### src/rtl/tape_capture.sv
// tape_capture: cassette-save decoder turning port-$FF tape output pulses into bytes.
// Define TAPE_CAPTURE_FIFO_EN to place a 4-entry FWFT FIFO in front of byte_q/byte_valid.
module tape_capture #(
    parameter int               CNT_W   = 13,
    parameter logic [CNT_W-1:0] WIN_LO  = 13'h0500,
    parameter logic [CNT_W-1:0] WIN_HI  = 13'h0900,
    parameter logic [CNT_W-1:0] TIMEOUT = 13'h1800
) (
    input  logic        clock,
    input  logic        reset,
    input  logic        ce,
    input  logic        motor,
    input  logic [1:0]  level,
    output logic [7:0]  byte_q,
    output logic        byte_valid,
    input  logic        byte_ready,
    output logic        overflow,
    output logic [15:0] count,
    output logic        active
);

    // state     | meaning
    // IDLE      | motor off, nothing decoded
    // WAIT_SYNC | expecting the sync pulse that opens a bit cell
    // WAIT_DATA | sync seen; a data pulse means '1', the next sync means '0'
    localparam logic [1:0] IDLE      = 2'd0;
    localparam logic [1:0] WAIT_SYNC = 2'd1;
    localparam logic [1:0] WAIT_DATA = 2'd2;

    localparam logic [CNT_W-1:0] CNT_MAX = '1;

    logic [1:0]       state_q, state_d;
    logic [1:0]       prev_level_q;
    logic             prev_motor_q;
    logic [CNT_W-1:0] cnt_q, cnt_d;
    logic [6:0]       shift_q, shift_d;
    logic [2:0]       bitcnt_q, bitcnt_d;
    logic             overflow_q, overflow_d;
    logic [15:0]      count_q, count_d;

    logic       pulse, motor_rise, motor_fall;
    logic       bit_vld, bit_val, byte_done;
    logic [7:0] byte_new;
    logic       pop, can_push, push;

    assign pulse      = ce & (level != 2'b00) & (prev_level_q == 2'b00);
    assign motor_rise = ce & motor & ~prev_motor_q;
    assign motor_fall = ce & ~motor & prev_motor_q;

    assign byte_new  = {shift_q, bit_val};
    assign byte_done = bit_vld & (bitcnt_q == 3'd7);
    assign push      = byte_done & can_push;

    always_comb begin
        state_d    = state_q;
        cnt_d      = cnt_q;
        shift_d    = shift_q;
        bitcnt_d   = bitcnt_q;
        overflow_d = overflow_q;
        count_d    = count_q;
        bit_vld    = 1'b0;
        bit_val    = 1'b0;

        if (ce && (cnt_q != CNT_MAX)) begin
            cnt_d = cnt_q + CNT_W'(1);
        end

        case (state_q)
            IDLE: begin
                if (motor_rise) begin
                    state_d    = WAIT_SYNC;
                    cnt_d      = '0;
                    shift_d    = '0;
                    bitcnt_d   = '0;
                    overflow_d = 1'b0;
                    count_d    = '0;
                end
            end
            WAIT_SYNC: begin
                if (motor_fall) begin
                    state_d  = IDLE;
                    shift_d  = '0;
                    bitcnt_d = '0;
                end else if (pulse) begin
                    state_d = WAIT_DATA;
                    cnt_d   = '0;
                end else if (cnt_q == TIMEOUT) begin
                    shift_d  = '0;
                    bitcnt_d = '0;
                end
            end
            WAIT_DATA: begin
                if (motor_fall) begin
                    state_d  = IDLE;
                    shift_d  = '0;
                    bitcnt_d = '0;
                end else if (pulse) begin
                    // A late pulse is the next sync, so the pending cell was a '0'.
                    if (cnt_q >= WIN_HI) begin
                        bit_vld = 1'b1;
                        cnt_d   = '0;
                    end else if (cnt_q >= WIN_LO) begin
                        bit_vld = 1'b1;
                        bit_val = 1'b1;
                        state_d = WAIT_SYNC;
                    end
                end else if (cnt_q == TIMEOUT) begin
                    bit_vld = 1'b1;
                    state_d = WAIT_SYNC;
                end
            end
            default: state_d = IDLE;
        endcase

        if (bit_vld) begin
            shift_d  = {shift_q[5:0], bit_val};
            bitcnt_d = bitcnt_q + 3'd1;
        end

        if (push) begin
            count_d = count_q + 16'd1;
        end else if (byte_done) begin
            overflow_d = 1'b1;
        end
    end

    always_ff @(posedge clock or negedge reset) begin
        if (!reset) begin
            state_q      <= IDLE;
            prev_level_q <= 2'b00;
            prev_motor_q <= 1'b0;
            cnt_q        <= '0;
            shift_q      <= '0;
            bitcnt_q     <= '0;
            overflow_q   <= 1'b0;
            count_q      <= '0;
        end else begin
            state_q    <= state_d;
            cnt_q      <= cnt_d;
            shift_q    <= shift_d;
            bitcnt_q   <= bitcnt_d;
            overflow_q <= overflow_d;
            count_q    <= count_d;
            if (ce) begin
                prev_level_q <= level;
                prev_motor_q <= motor;
            end
        end
    end

`ifdef TAPE_CAPTURE_FIFO_EN
    logic [7:0] fifo_q [4];
    logic [1:0] wr_ptr_q, rd_ptr_q;
    logic [2:0] fill_q;
    logic       flush;

    assign flush      = (state_q == IDLE) & motor_rise;
    assign byte_valid = (fill_q != 3'd0);
    assign byte_q     = fifo_q[rd_ptr_q];
    assign pop        = byte_valid & byte_ready;
    // When full, a same-cycle pop frees the slot the write pointer is aimed at.
    assign can_push   = (fill_q != 3'd4) | pop;

    always_ff @(posedge clock or negedge reset) begin
        if (!reset) begin
            for (int i = 0; i < 4; i++) begin
                fifo_q[i] <= 8'h00;
            end
            wr_ptr_q <= 2'd0;
            rd_ptr_q <= 2'd0;
            fill_q   <= 3'd0;
        end else if (flush) begin
            wr_ptr_q <= 2'd0;
            rd_ptr_q <= 2'd0;
            fill_q   <= 3'd0;
        end else begin
            if (push) begin
                fifo_q[wr_ptr_q] <= byte_new;
                wr_ptr_q         <= wr_ptr_q + 2'd1;
            end
            if (pop) begin
                rd_ptr_q <= rd_ptr_q + 2'd1;
            end
            fill_q <= fill_q + {2'b00, push} - {2'b00, pop};
        end
    end
`else
    logic [7:0] byte_q_q;
    logic       byte_valid_q;

    assign byte_q     = byte_q_q;
    assign byte_valid = byte_valid_q;
    assign pop        = byte_valid_q & byte_ready;
    assign can_push   = ~byte_valid_q | pop;

    always_ff @(posedge clock or negedge reset) begin
        if (!reset) begin
            byte_q_q     <= 8'h00;
            byte_valid_q <= 1'b0;
        end else begin
            if (push) begin
                byte_q_q <= byte_new;
            end
            byte_valid_q <= push | (byte_valid_q & ~pop);
        end
    end
`endif

    assign overflow = overflow_q;
    assign count    = count_q;
    assign active   = (state_q != IDLE);

endmodule

### config.mk
export PLATFORM = sky130hd
export DESIGN_NAME = tape_capture
export DESIGN_NICKNAME = d
export VERILOG_FILES = /design/src/rtl/tape_capture.sv
export SDC_FILE = /design/constraint.sdc
export NUM_CORES = 1
export LEC_CHECK = 0
export ABC_AREA = 1
export BUFFER_PORTS_ARGS = -buffer_cell sky130_fd_sc_hd__buf_2
export CAP_MARGIN = 20
export CORE_AREA = 2 2 79 81
export DETAILED_ROUTE_END_ITERATION = 6
export DIE_AREA = 0 0 81 83
export GPL_TIMING_DRIVEN = 0
export PLACE_DENSITY = 0.75
export SLEW_MARGIN = 20
export SYNTH_ARGS = -nofsm -noshare
export SYNTH_HDL_FRONTEND = slang
export SYNTH_SLANG_ARGS = --single-unit
### constraint.sdc
create_clock -name clock -period 1.55 [get_ports clock]
set_input_delay 0.3875 -clock clock [delete_from_list [all_inputs] [get_ports clock]]
set_output_delay 0.3875 -clock clock [all_outputs]
set_load 0.005 [all_outputs]
### After elaboration in Yosys (flattened, before gate mapping)

Cells that the tools add are included.

* flip-flop bits (word level): 54
* input port bits: 7
* output and inout bits: 27
* logic and storage cells: 104

* $add $sub $neg: 3
* $lt $le $gt $ge: 2
* equality and inequality tests: 14
* mux-type cells: 48
* bitwise logic cells: 16
* reduce and logical (&&, ||, !) cells: 11

Operators with widths (number)
* $mux 13: 7
* $mux 16: 3
* $mux 7: 6
* $pmux 13 s3: 1
* $pmux 7 s3: 1
* $ne 4x4->1 const B: 5
* $mux 3: 6
* $add 16x1->16 const B: 1
* $mux 2: 8
* $mux 1: 14
* $add 13x1->13 const B: 1
* $eq 13x13->1 const B: 1
* $ge 13x11->1 const B: 1
* $ge 13x12->1 const B: 1
* $ne 13x13->1 const B: 1
* $and 1x1->1: 10
* $reduce_and 5->1: 2
* $ne 3x3->1 const B: 3
* $pmux 3 s3: 1
* $reduce_bool 2->1: 4
* $pmux 2 s3: 1
* $logic_not 2->1: 2
* $not 1->1: 4
* $reduce_bool 4->1: 1
* 8 further kinds: 9

### Depth between registers and ports, before layout

Gate-level depths: netlist (run 1).

* word-level depth: 10
* gate-level depth with buffers: 12
* depth with buffers taken out: 11

### Worst setup path after synthesis (run 1)

OpenSTA, ideal clock, no wires.

* path type: flip-flop to flip-flop
* from: reg cnt_q[0]
* to: reg cnt_q[8]
* setup time: 0.114 ns
* arrival: 1.597 ns
* required time: 1.436 ns
* slack: -0.161 ns
* cell stages (with the launch flop): 11
* buffers on the path: 1
* clock period less this slack: 1.711 ns
* path through: dfrtp_1 -> ha_1 -> inv_1 -> nor3_2 -> nand3_1 -> nor2_1 -> nor2_1 -> buf_2 -> nand4_1 -> nand3_1 -> inv_1

* word-level cells in the longest chain between the ends: 7
* elaborated cells between the ends (all ways): 12
* classes of those cells: add/sub (1); order compare (1); eq/ne (1); mux (8); reduce/logical (1)

RTL lines
* from (decl): RTL line 35 `logic [CNT_W-1:0] cnt_q, cnt_d;`
* from (signal assigned): RTL line 139 `cnt_q <= cnt_d;`
* parallel branches: the longest is 6 deep, another holds $add 13x1->13
* $pmux 13 s3 *: RTL line 68 `case (state_q)`
* net cnt_d[8]: RTL line 35

Mark *: on every way through the listed nets, which the timed path passes.
A chain may end at the register's enable or synchronous reset.

### Worst setup path in the final report (run 1)

* from: reg cnt_q[0]
* to: reg byte_q_q[2] (netlist: byte_q[2])

* word-level cells in the longest chain between the ends: 8
* elaborated cells between the ends (all ways): 11
* classes of those cells: order compare (2); eq/ne (1); mux (6); bitwise (2)

RTL lines
* $ge 13x11->1: RTL line 102 `end else if (cnt_q >= WIN_LO) begin`
* $mux 1: RTL line 102
* $mux 1: RTL line 99 `if (cnt_q >= WIN_HI) begin`
* $mux 1 *: RTL line 97 `end else if (pulse) begin`
* $mux 1 *: RTL line 93 `if (motor_fall) begin`
* $mux 1 *: RTL line 68
* $and 1x1->1 *: RTL line 51 `assign byte_done = bit_vld & (bitcnt_q == 3'd7);`
* $and 1x1->1 *: RTL line 52 `assign push = byte_done & can_push;`
* to (signal assigned): RTL line 202 `byte_q_q <= byte_new;`
* to (decl): RTL line 188 `logic [7:0] byte_q_q;`

Mark *: on every way between the ends. The rest lies on a longest branch, timed or not.

==> parameters.txt, run 1 <==
Parameter                              Value

Critical path
  Critical path fanouts, max    6
  Number of cells on the worst reg-to-reg path    11
  Worst path depth    11
  Kind of end point of the critical path    register
  Critical path cell sequence    inv_2 > ha_4 > nand2_4 > nor2_4 > nand2_2 > nand2_2 > nand4_1 > nor2_4 > buf_6 > nand3_1 > nand2_1
  Critical path arrival    2040 ps
  Startpoint-to-endpoint class of the critical path    reg2reg
  Category of the worst setup path launch point    register
  Delay contributed by the slowest stage of the critical path    410 ps
  Worst path slowest cell    sky130_fd_sc_hd__dfrtp_1
  Total buffers and inverters traversed by the critical path    2
  Req. time, crit path    1800 ps
  Family with the most delay on the worst path    simple AND/OR/NAND/NOR gates

Power and ir drop
  Total design power    4.02 mW
  Worst-case vdd ir drop    810 uV
  Leakage power    1.93 nW
  Areal power density over the cells    1070 mW/mm2

Detailed routing
  Average wire length per cell after detail routing    13.0 um
  Via count of the routed design    2,733
  DRC viols    0
  Final wirelength    6.89 mm
  Post-detailed-route via-to-cell ratio    5.16
  DR iter-0 viols    115
  Number of detailed-routing iterations run before antenna repair    4
  Post-route antenna net violation count    0

Timing
  Shortest period the worst path allows    1790 ps
  Setup Skew    4.99 ps
  Final worst slack    -243 ps
  Highest achievable clock rate    558 MHz
  Final hold vios    0
  Setup repair after global routing missed its margin    yes
  Transition at the pin with the smallest max-transition slack    677 ps
  Setup TNS after final layout    -8970 ps
  Final Max Slew Viols    0
  Worst-case headroom to the max-slew limit    0.549
  Worst hold slack after final layout    111 ps
  Setup-failing EPs final    47
  Share of the clock period used by the worst path    1.16

Clock tree
  Clock latency of the later-clocked register in the worst-skew pair    310 ps
  Clock transition at path regs    100 ps
  H-tree depth    2
  Clock buffer depth    2
  TritonCTS buffer count    5
  TritonCTS sink count    54
  Clk Tree Root Cell    sky130_fd_sc_hd__clkbuf_8
  Clock tree from TritonCTS    done

Min path
  Worst min-delay path class    in2async

Global routing
  Global-route wire length before repair    11.4 mm
  Overall global routing resource usage    0.208
  GR Layer Usage met1    0.278
  Top Usage Layer GRT    met2
  Global route overflow    0
  Via count of the first global-routing pass    2,517
  Largest net degree at the start of global routing    55
  Met3 usage    0.0380
  Initial antenna violation count    0
  Global-route track usage on met2    0.350

Die
  Effective utilization at floorplan    0.525
  Floorplan core area    0.00582 mm2
  Die outline height    83 um
  Row count    28
  Total Die Area    0.00672 mm2
  Die W    81 um
  Number of top-level design ports    34

Run status
  Violated checks    negative setup slack
  Outcome    complete, but fails checks

Synth
  Avg Cell Area, Syn    7.73 um2
  Number of warnings reported in the yosys synthesis log    0
  Cell type with the largest total area after synthesis    sky130_fd_sc_hd__dfrtp_1
  Synth Cell Area    0.00305 mm2
  Post-synth net total    407
  Fraction of synthesized cell area taken by the top area cell type    0.443
  Count of distinct cell types in the synthesized netlist    31
  Fraction of the yosys area taken by sequential cells    0.443
  #FFs+latches synth    54
  Number of cells produced by synthesis    395
  Main area contributors after synthesis    sky130_fd_sc_hd__dfrtp_1, sky130_fd_sc_hd__nand2_1, sky130_fd_sc_hd__nand3_1

Layout
  Number of nets in the layout    466
  Area occupied by multi-input gates    0.00165 mm2
  Layout fillers    493
  Fraction of layout cells with a size suffix above 1    0.262
  Area taken by flip-flops and latches    0.00136 mm2
  Post-Layout Inst Area    0.00376 mm2
  Synthesis-to-finish area growth    23.3%
  Final Util    0.647
  Diode insertion count for antenna repair    0

Place
  Global placer's final weighted congestion    0.876
  Placed cell area    0.00333 mm2
  Quantity of I/O buffers inserted on ports    33
  Dpl hpwl    4.48 mm

Run
  Reported max-cap violation count    0
[repair_timing]
action                     4_1_cts  5_1_grt
resized for setup               26       32
buffers inserted                13        4
setup endpoints to repair       48       52
cloned                           2        0
pin swaps                       11       29
hold buffers                     0        0
[power breakdown]
| part | switching, mW | internal, mW |
|---|---|---|
| Combinational | 0.871 | 0.571 |
| Clock | 0.474 | 0.361 |
| Sequential | 0.178 | 1.56 |
| Total | 1.52 | 2.49 |
[final timing paths]
path | start | end | slack (ps)
min in group clock | level[0] | prev_level_q[0] | 320
worst max-delay path | cnt_q[0] | byte_q[2] | -240
worst max register to register | cnt_q[0] | byte_q[2] | -240
max in group asynchronous | reset | cnt_q[4] | 960
worst min register to register | byte_q[4] | byte_q[4] | 480
worst min-delay path | reset | prev_level_q[1] | 110
[area by class of cell]
type / count / area share
multi-input combinational: 292 / 0.437
sequential: 54 / 0.361
timing repair buffer: 52 / 0.0908
inverter: 40 / 0.0406
tap: 75 / 0.0249
clock buffer: 6 / 0.0219
buffer: 9 / 0.0203
clock inverter: 2 / 0.00333
[through the flow]
stage / std cells / setup slack (ps)
after floorplan: 395 / -117
after global placement: 503 / -433
after detailed placement: 503 / -452
after CTS: 526 / -265
after global routing: 530 / -357
final: 530 / -243
[placed cells by master, fill, tap and decap left out, types with 4 or more instances in the layout]
| cell | synthesis | routed |
|---|---|---|
| sky130_fd_sc_hd__buf_2 | 3 | 33 |
| sky130_fd_sc_hd__buf_4 | 2 | 15 |
| sky130_fd_sc_hd__buf_6 | 2 | 10 |
| sky130_fd_sc_hd__clkbuf_8 | 0 | 6 |
| sky130_fd_sc_hd__dfrtp_1 | 54 | 49 |
| sky130_fd_sc_hd__dfrtp_2 | 0 | 5 |
| sky130_fd_sc_hd__inv_1 | 39 | 36 |
| sky130_fd_sc_hd__nand2_1 | 128 | 125 |
| sky130_fd_sc_hd__nand2_2 | 2 | 4 |
| sky130_fd_sc_hd__nand3_1 | 36 | 30 |
| sky130_fd_sc_hd__nand3_2 | 12 | 16 |
| sky130_fd_sc_hd__nand3b_1 | 10 | 10 |
| sky130_fd_sc_hd__nand4_1 | 5 | 5 |
| sky130_fd_sc_hd__nor2_1 | 41 | 35 |
| sky130_fd_sc_hd__nor2_4 | 1 | 5 |
| sky130_fd_sc_hd__nor3_1 | 6 | 6 |
| sky130_fd_sc_hd__o21ai_0 | 15 | 7 |
| sky130_fd_sc_hd__o21ai_1 | 2 | 5 |
| sky130_fd_sc_hd__o21ai_2 | 0 | 4 |
| sky130_fd_sc_hd__xor2_1 | 17 | 17 |
[Yosys cell counts]
| library cell | instances |
|---|---|
| sky130_fd_sc_hd__nor3_1 | 6 |
| sky130_fd_sc_hd__nand4_1 | 5 |
| sky130_fd_sc_hd__ha_1 | 5 |
| sky130_fd_sc_hd__inv_2 | 1 |
| sky130_fd_sc_hd__nand2b_1 | 1 |
| sky130_fd_sc_hd__o31ai_1 | 1 |
| sky130_fd_sc_hd__dfrtp_1 | 54 |
| sky130_fd_sc_hd__o21ai_1 | 2 |
| sky130_fd_sc_hd__nand3b_1 | 10 |
| sky130_fd_sc_hd__clkbuf_1 | 2 |
| sky130_fd_sc_hd__nor2_4 | 1 |
| sky130_fd_sc_hd__buf_6 | 2 |
| sky130_fd_sc_hd__nor2_1 | 41 |
| sky130_fd_sc_hd__nor2_2 | 1 |
| sky130_fd_sc_hd__nand2_2 | 2 |
| sky130_fd_sc_hd__nand2_1 | 128 |
| sky130_fd_sc_hd__xor2_1 | 17 |
| sky130_fd_sc_hd__nand3_2 | 12 |
| sky130_fd_sc_hd__o21a_1 | 1 |
| sky130_fd_sc_hd__xnor2_1 | 2 |
| sky130_fd_sc_hd__buf_2 | 3 |
| sky130_fd_sc_hd__nand3_1 | 36 |
| sky130_fd_sc_hd__buf_4 | 2 |
| sky130_fd_sc_hd__nand3_4 | 1 |
| sky130_fd_sc_hd__o21ai_0 | 15 |
| sky130_fd_sc_hd__a21oi_2 | 1 |
| sky130_fd_sc_hd__or2_2 | 1 |
| sky130_fd_sc_hd__a21oi_1 | 1 |
| sky130_fd_sc_hd__nor3_2 | 1 |
| sky130_fd_sc_hd__inv_1 | 39 |
| sky130_fd_sc_hd__o22ai_1 | 1 |
[layer usage]
metal | wire length (um) | vias to the layer above
met3 | 254 | 2
met2 | 3520 | 55
met4 | 17 | 0
met5 | 0 | -
li1 | - | 1375
met1 | 3100 | 1301
[logic make-up (layout without fill, tap and decap cells)]
family,after synthesis,in the layout,synth area share
adder cells (fa/ha/maj),5,5,0.0205
AO/OA/AOI/OAI,22,22,0.0394
buffers and inverters,49,109,0.0689
flip-flops,54,54,0.443
XOR/XNOR,19,19,0.0545
AND/OR/NAND/NOR,246,246,0.374
[flip-flops by register name (all words and copies together), names as in the netlist]
| signal | count |
|---|---|
| bitcnt_q | 3 |
| byte_q | 8 |
| byte_valid | 1 |
| cnt_q | 13 |
| count | 16 |
| overflow | 1 |
| prev_level_q | 2 |
| prev_motor_q | 1 |
| shift_q | 7 |
| state_q | 2 |
No activity file was read; power rests on OpenSTA's default activity.
==> run 2: changes to the inputs <==
- CORE_AREA: 2 2 79 81 -> 2 2 78 80
- CTS_BUF_LIST: default -> sky130_fd_sc_hd__clkbuf_8
- DIE_AREA: 0 0 81 83 -> 0 0 80 82
- GPL_TIMING_DRIVEN: 0 -> default
- PLACE_DENSITY: 0.75 -> 0.77
==> run 2 against run 1 <==
  * The run still ends with negative setup slack left
  * Combinational power is 49% higher
  * Worst hold slack worse by 100 ps
  * Global-route usage is 2.7 points higher
  * Utilization is 10 points higher
  * Die area is 2.4% lower
  * Critical path type unchanged
  * Largest cell class unchanged
  * Largest power group is now combinational logic
==> parameters.txt, run 2 (synthesis results as in run 1) <==
Parameter                              Value

Run status
  Outcome    complete, but fails checks
  Violated checks    negative setup slack

Layout
  Final Util    0.747
  Synthesis-to-finish area growth    40.7%
  Diode insertion count for antenna repair    0
  Final std cells w/o fill    569
  Layout fillers    364
  Number of nets in the layout    505
  Max FFs per register    16
  Fraction of layout cells with a size suffix above 1    0.358
  Post-Layout Inst Area    0.00429 mm2
  Area taken by flip-flops and latches    0.00135 mm2
  Commonest cells after routing, fill and taps aside    sky130_fd_sc_hd__nand2_1, sky130_fd_sc_hd__dfrtp_1, sky130_fd_sc_hd__buf_4
  Commonest non-fill, non-tap cell in the layout    sky130_fd_sc_hd__nand2_1
  Area occupied by multi-input gates    0.00179 mm2

Timing
  Final Max Slew Viols    0
  Share of the clock period used by the worst path    1.21
  Worst-case headroom to the max-slew limit    0.687
  Setup repair after global routing missed its margin    yes
  Setup-failing EPs final    50
  Final hold vios    0
  Setup Skew    14.1 ps
  Shortest period the worst path allows    1880 ps
  Worst hold slack after final layout    7.29 ps
  Highest achievable clock rate    532 MHz
  Transition at the pin with the smallest max-transition slack    469 ps
  Final worst slack    -331 ps

Power and ir drop
  Worst-case vdd ir drop    825 uV
  Areal power density over the cells    1080 mW/mm2
  Leakage power    2.20 nW
  Total design power    4.63 mW

Global routing
  Global-route track usage on met2    0.429
  Overall global routing resource usage    0.235
  Via count of the first global-routing pass    2,840
  GR Layer Usage met1    0.282
  Largest net degree at the start of global routing    39
  Met3 usage    0.0396
  Global route overflow    0
  Initial antenna violation count    0
  Top Usage Layer GRT    met2
  Global-route wire length before repair    12.2 mm

Detailed routing
  Number of detailed-routing iterations run before antenna repair    5
  DR iter-0 viols    225
  Via count of the routed design    3,073
  Final wirelength    8.79 mm
  Post-route antenna net violation count    0
  Post-detailed-route via-to-cell ratio    5.40
  Average wire length per cell after detail routing    15.4 um
  DRC viols    0

Clock tree
  Clock transition at path regs    110 ps
  Hold buffer count at cts    0
  TritonCTS sink count    54
  Clk Tree Root Cell    sky130_fd_sc_hd__clkbuf_8
  Clock latency of the later-clocked register in the worst-skew pair    320 ps
  Clock tree from TritonCTS    done
  H-tree depth    2
  TritonCTS buffer count    5
  Clock buffer depth    2

Critical path
  Startpoint of the most critical register-to-register path    cnt_q[0]
  R2R setup slack    -330 ps
  Number of cells on the worst reg-to-reg path    11
  Crit Reg-Reg Endpoint    count[0]
  Kind of end point of the critical path    register
  Req. time, crit path    1820 ps
  Startpoint-to-endpoint class of the critical path    reg2reg
  Critical path arrival    2150 ps
  Category of the worst setup path launch point    register
  Critical path fanouts, max    6

Place
  Global placer's final weighted congestion    0.841
  Placed Cells    547
  Placed cell area    0.00373 mm2
  Dpl hpwl    4.88 mm
  Quantity of I/O buffers inserted on ports    33

Die
  Number of top-level design ports    34
  Floorplan core area    0.00575 mm2
  Row count    28
  Die outline height    82 um
  Effective utilization at floorplan    0.531
  Total Die Area    0.00656 mm2
  Die W    80 um

Min path
  Worst min-delay path class    in2async

Run
  Reported max-cap violation count    0
run 2: changes by cell type in the layout (fill, tap and decap cells not counted), sizes merged:
cell / previous run / this run
buf: 59 / 96
clkinv: 1 / 2
clkinvlp: 1 / 0
inv: 40 / 41
nand3: 49 / 50
run 2: critical path, stage by stage (launching register included):
cell	delay, ps
sky130_fd_sc_hd__dfrtp_1	430
sky130_fd_sc_hd__inv_2	90
sky130_fd_sc_hd__ha_4	130
sky130_fd_sc_hd__nand2_4	50
sky130_fd_sc_hd__nor2_4	100
sky130_fd_sc_hd__nand2_2	70
sky130_fd_sc_hd__nand2_2	80
sky130_fd_sc_hd__nand4_1	160
sky130_fd_sc_hd__nor2_4	320
sky130_fd_sc_hd__clkbuf_16	220
sky130_fd_sc_hd__nand3b_1	80
sky130_fd_sc_hd__nand2_1	80
run 2: power by group:
group / total (mW) / switching (mW) / internal (mW)
Clock: 0.814 / 0.500 / 0.314
Combinational: 2.14 / 1.19 / 0.945
Sequential: 1.68 / 0.128 / 1.55
Total: 4.63 / 1.82 / 2.81
run 2: what timing repair did:
item | 4_1_cts | 5_1_grt
gates cloned | 1 | 5
pin swaps | 7 | 37
setup buffers | 3 | 6
endpoints found under the setup margin | 49 | 51
gates resized for setup | 28 | 55
run 2: cell type report:
class / instances / area share
Multi-Input combinational cell: 293 / 0.417
Sequential cell: 54 / 0.315
Timing Repair Buffer: 99 / 0.191
Inverter: 40 / 0.0356
Tap cell: 75 / 0.0219
Clock buffer: 5 / 0.0160
Clock inverter: 3 / 0.00408
run 2: layer usage:
| layer | vias up | share of wire |
|---|---|---|
| met3 | 21 | 0.056 |
| li1 | 1457 | - |
| met4 | 0 | 0.020 |
| met1 | 1476 | 0.41 |
| met5 | - | 0 |
| met2 | 119 | 0.51 |
run 2: per-stage QoR:
step,setup TNS (ps),setup WS (ps)
2_1_floorplan,-2720,-117
3_3_place_gp,-4330,-137
3_5_place_dp,-6670,-166
4_1_cts,-6490,-182
5_1_grt,-15730,-413
6_report,-11040,-331
run 2: worst max path at each step:
stage	startpoint	endpoint	slack [ps]	cells after the start
CTS	cnt_q[0]	byte_q[7]	-180	11
detailed placement	cnt_q[0]	cnt_q[7]	-170	10
floorplan	cnt_q[0]	count[4]	-120	12
finish	cnt_q[0]	count[0]	-330	11
global placement	cnt_q[0]	cnt_q[7]	-140	10
global route	cnt_q[0]	byte_q[4]	-410	11
==> run 3: changes to the inputs <==
- CORE_AREA: 2 2 78 80 -> 2 2 93 68
- DIE_AREA: 0 0 80 82 -> 0 0 95 70
- PLACE_DENSITY: 0.77 -> 0.76
==> run 3 against run 2 <==
  * The run still ends with negative setup slack left
  * Critical path depth unchanged
  * Global-route usage up 1.7 points
  * Utilization down 4.8 points
  * Sequential share of layout area up 1.2 points
  * Largest cell class unchanged
  * Largest power group unchanged
==> parameters.txt, run 3 (synthesis results as in run 1) <==
Parameter                              Value

Run status
  Outcome    complete, but fails checks
  Violated checks    negative setup slack

Die
  Number of top-level design ports    34
  Total Die Area    0.00665 mm2
  Die W    95 um
  Row count    24
  Die outline height    70 um
  Effective utilization at floorplan    0.516
  Floorplan core area    0.00592 mm2

Clock tree
  Clock latency of the later-clocked register in the worst-skew pair    320 ps
  Clock transition at path regs    110 ps
  TritonCTS buffer count    5
  Hold buffer count at cts    0
  Clock tree from TritonCTS    done
  Clock buffer depth    2
  Clk Tree Root Cell    sky130_fd_sc_hd__clkbuf_8
  TritonCTS sink count    54
  H-tree depth    2

Critical path
  R2R setup slack    -270 ps
  Req. time, crit path    1800 ps
  Family with the most delay on the worst path    simple AND/OR/NAND/NOR gates
  Startpoint-to-endpoint class of the critical path    reg2reg
  Critical path cell sequence    inv_2 > ha_4 > nand2_2 > nor2_1 > nand2_1 > nand2_2 > nand4_1 > nor2_4 > buf_8 > nand3b_1 > nand2_1
  CP startpoint    cnt_q[0]
  Startpoint of the most critical register-to-register path    cnt_q[0]
  Category of the worst setup path launch point    register
  Total buffers and inverters traversed by the critical path    2
  Delay contributed by the slowest stage of the critical path    400 ps
  Critical path fanouts, max    6
  Kind of end point of the critical path    register
  Critical path arrival    2080 ps
  Worst path slowest cell    sky130_fd_sc_hd__dfrtp_1

Place
  Pre-CTS setup slack    -180 ps
  Quantity of I/O buffers inserted on ports    33
  Dpl hpwl    5.01 mm
  Global placer's final weighted congestion    0.902

Detailed routing
  Final wirelength    8.23 mm
  DR iter-0 viols    237
  Number of detailed-routing iterations run before antenna repair    4
  Via count of the routed design    2,962
  Post-detailed-route via-to-cell ratio    5.23
  Average wire length per cell after detail routing    14.5 um
  Post-route antenna net violation count    0
  DRC viols    0

Timing
  Final Max Slew Viols    0
  Setup Skew    13.8 ps
  Transition at the pin with the smallest max-transition slack    414 ps
  Final worst slack    -273 ps
  Shortest period the worst path allows    1820 ps
  Final hold vios    0
  Setup-failing EPs final    48
  Setup TNS after final layout    -8370 ps
  Share of the clock period used by the worst path    1.18
  Worst-case headroom to the max-slew limit    0.722
  Highest achievable clock rate    549 MHz
  Setup repair after global routing missed its margin    yes

Run
  Reported max-cap violation count    0

Layout
  Layout fillers    411
  Commonest cells after routing, fill and taps aside    sky130_fd_sc_hd__nand2_1, sky130_fd_sc_hd__dfrtp_1, sky130_fd_sc_hd__buf_4
  Fraction of layout cells with a size suffix above 1    0.332
  Max FFs per register    16
  Number of nets in the layout    499
  Diode insertion count for antenna repair    0
  Area taken by flip-flops and latches    0.00135 mm2
  Synthesis-to-finish area growth    35.6%
  Commonest non-fill, non-tap cell in the layout    sky130_fd_sc_hd__nand2_1
  Area occupied by multi-input gates    0.00172 mm2
  Final Util    0.700

Global routing
  Global route overflow    0
  Initial antenna violation count    0
  Global-route wire length before repair    13.2 mm
  Via count of the first global-routing pass    2,799
  Largest net degree at the start of global routing    55
  Overall global routing resource usage    0.252

Power and ir drop
  Leakage power    2.13 nW
  Worst-case vdd ir drop    674 uV
  Areal power density over the cells    1040 mW/mm2

Min path
  Worst min-delay path class    in2async
-- run 3: cell types whose count changed in the layout (fill, tap and decap cells not counted), moves of 2 or more --
cell,before,now
sky130_fd_sc_hd__nand3_2,19,21
sky130_fd_sc_hd__nand2_2,16,11
sky130_fd_sc_hd__nand2_4,6,4
sky130_fd_sc_hd__nand3_4,6,3
sky130_fd_sc_hd__nor2_1,35,37
sky130_fd_sc_hd__o21ai_4,3,1
sky130_fd_sc_hd__buf_4,53,48
sky130_fd_sc_hd__nand2_1,108,115
sky130_fd_sc_hd__buf_12,6,4
-- run 3: report_power, final --
| part | switching, mW | internal [mW] | total [mW] |
|---|---|---|---|
| clock | 0.506 | 0.369 | 0.875 |
| combinational | 0.981 | 0.783 | 1.76 |
| sequential | 0.116 | 1.55 | 1.67 |
-- run 3: cell type report --
class,instances,share of cell area
clock buffer,6,0.0200
inverter,40,0.0369
tap,78,0.0236
clock inverter,2,0.00393
timing repair buffer,92,0.173
multi-input combinational,294,0.416
sequential,54,0.326
-- run 3: path summary, 6_finish.rpt --
check                             endpoint  depth (start not counted)
max in group asynchronous  prev_level_q[0]                          2
hold reg to reg                   overflow                          2
hold / removal                    cnt_q[3]                          2
setup reg to reg                  count[0]                         11
min in group clock         prev_level_q[1]                          3
setup / recovery                  count[0]                         11
-- run 3: routing by layer --
metal	track usage	wire, um	share of wire	vias to the layer above
met5	0	0	0	-
met4	0.0628	76	0.0092	0
met3	0.0572	598	0.073	10
met2	0.374	3860	0.47	98
met1	0.374	3700	0.45	1405
li1	-	-	-	1449
-- run 3: timing repair --
item,CTS,global route
buffers inserted,7,1
resized for setup,36,33
pin swaps,13,22
setup endpoints to repair,49,51
gates cloned,4,3
-- run 3: worst reg2reg max path: cells and delay by family (launching register included) --
family / cells / cell delay [ps]
buf+inv: 2 / 260
simple gates: 8 / 950
flops: 1 / 400
fa+ha+maj: 1 / 130
-- run 3: through the flow --
stage / power (mW) / hold slack (ps) / cell area [um2] / cells
3_5_place_dp: 3.24 / 409 / 3730 / 549
6_report: 4.31 / 27.6 / 4140 / 566
4_1_cts: 4.21 / 57.0 / 4030 / 566
3_3_place_gp: 3.19 / 403 / 3730 / 549
2_1_floorplan: 2.46 / 91.9 / 3070 / 395
5_1_grt: 4.55 / 58.1 / 4140 / 566
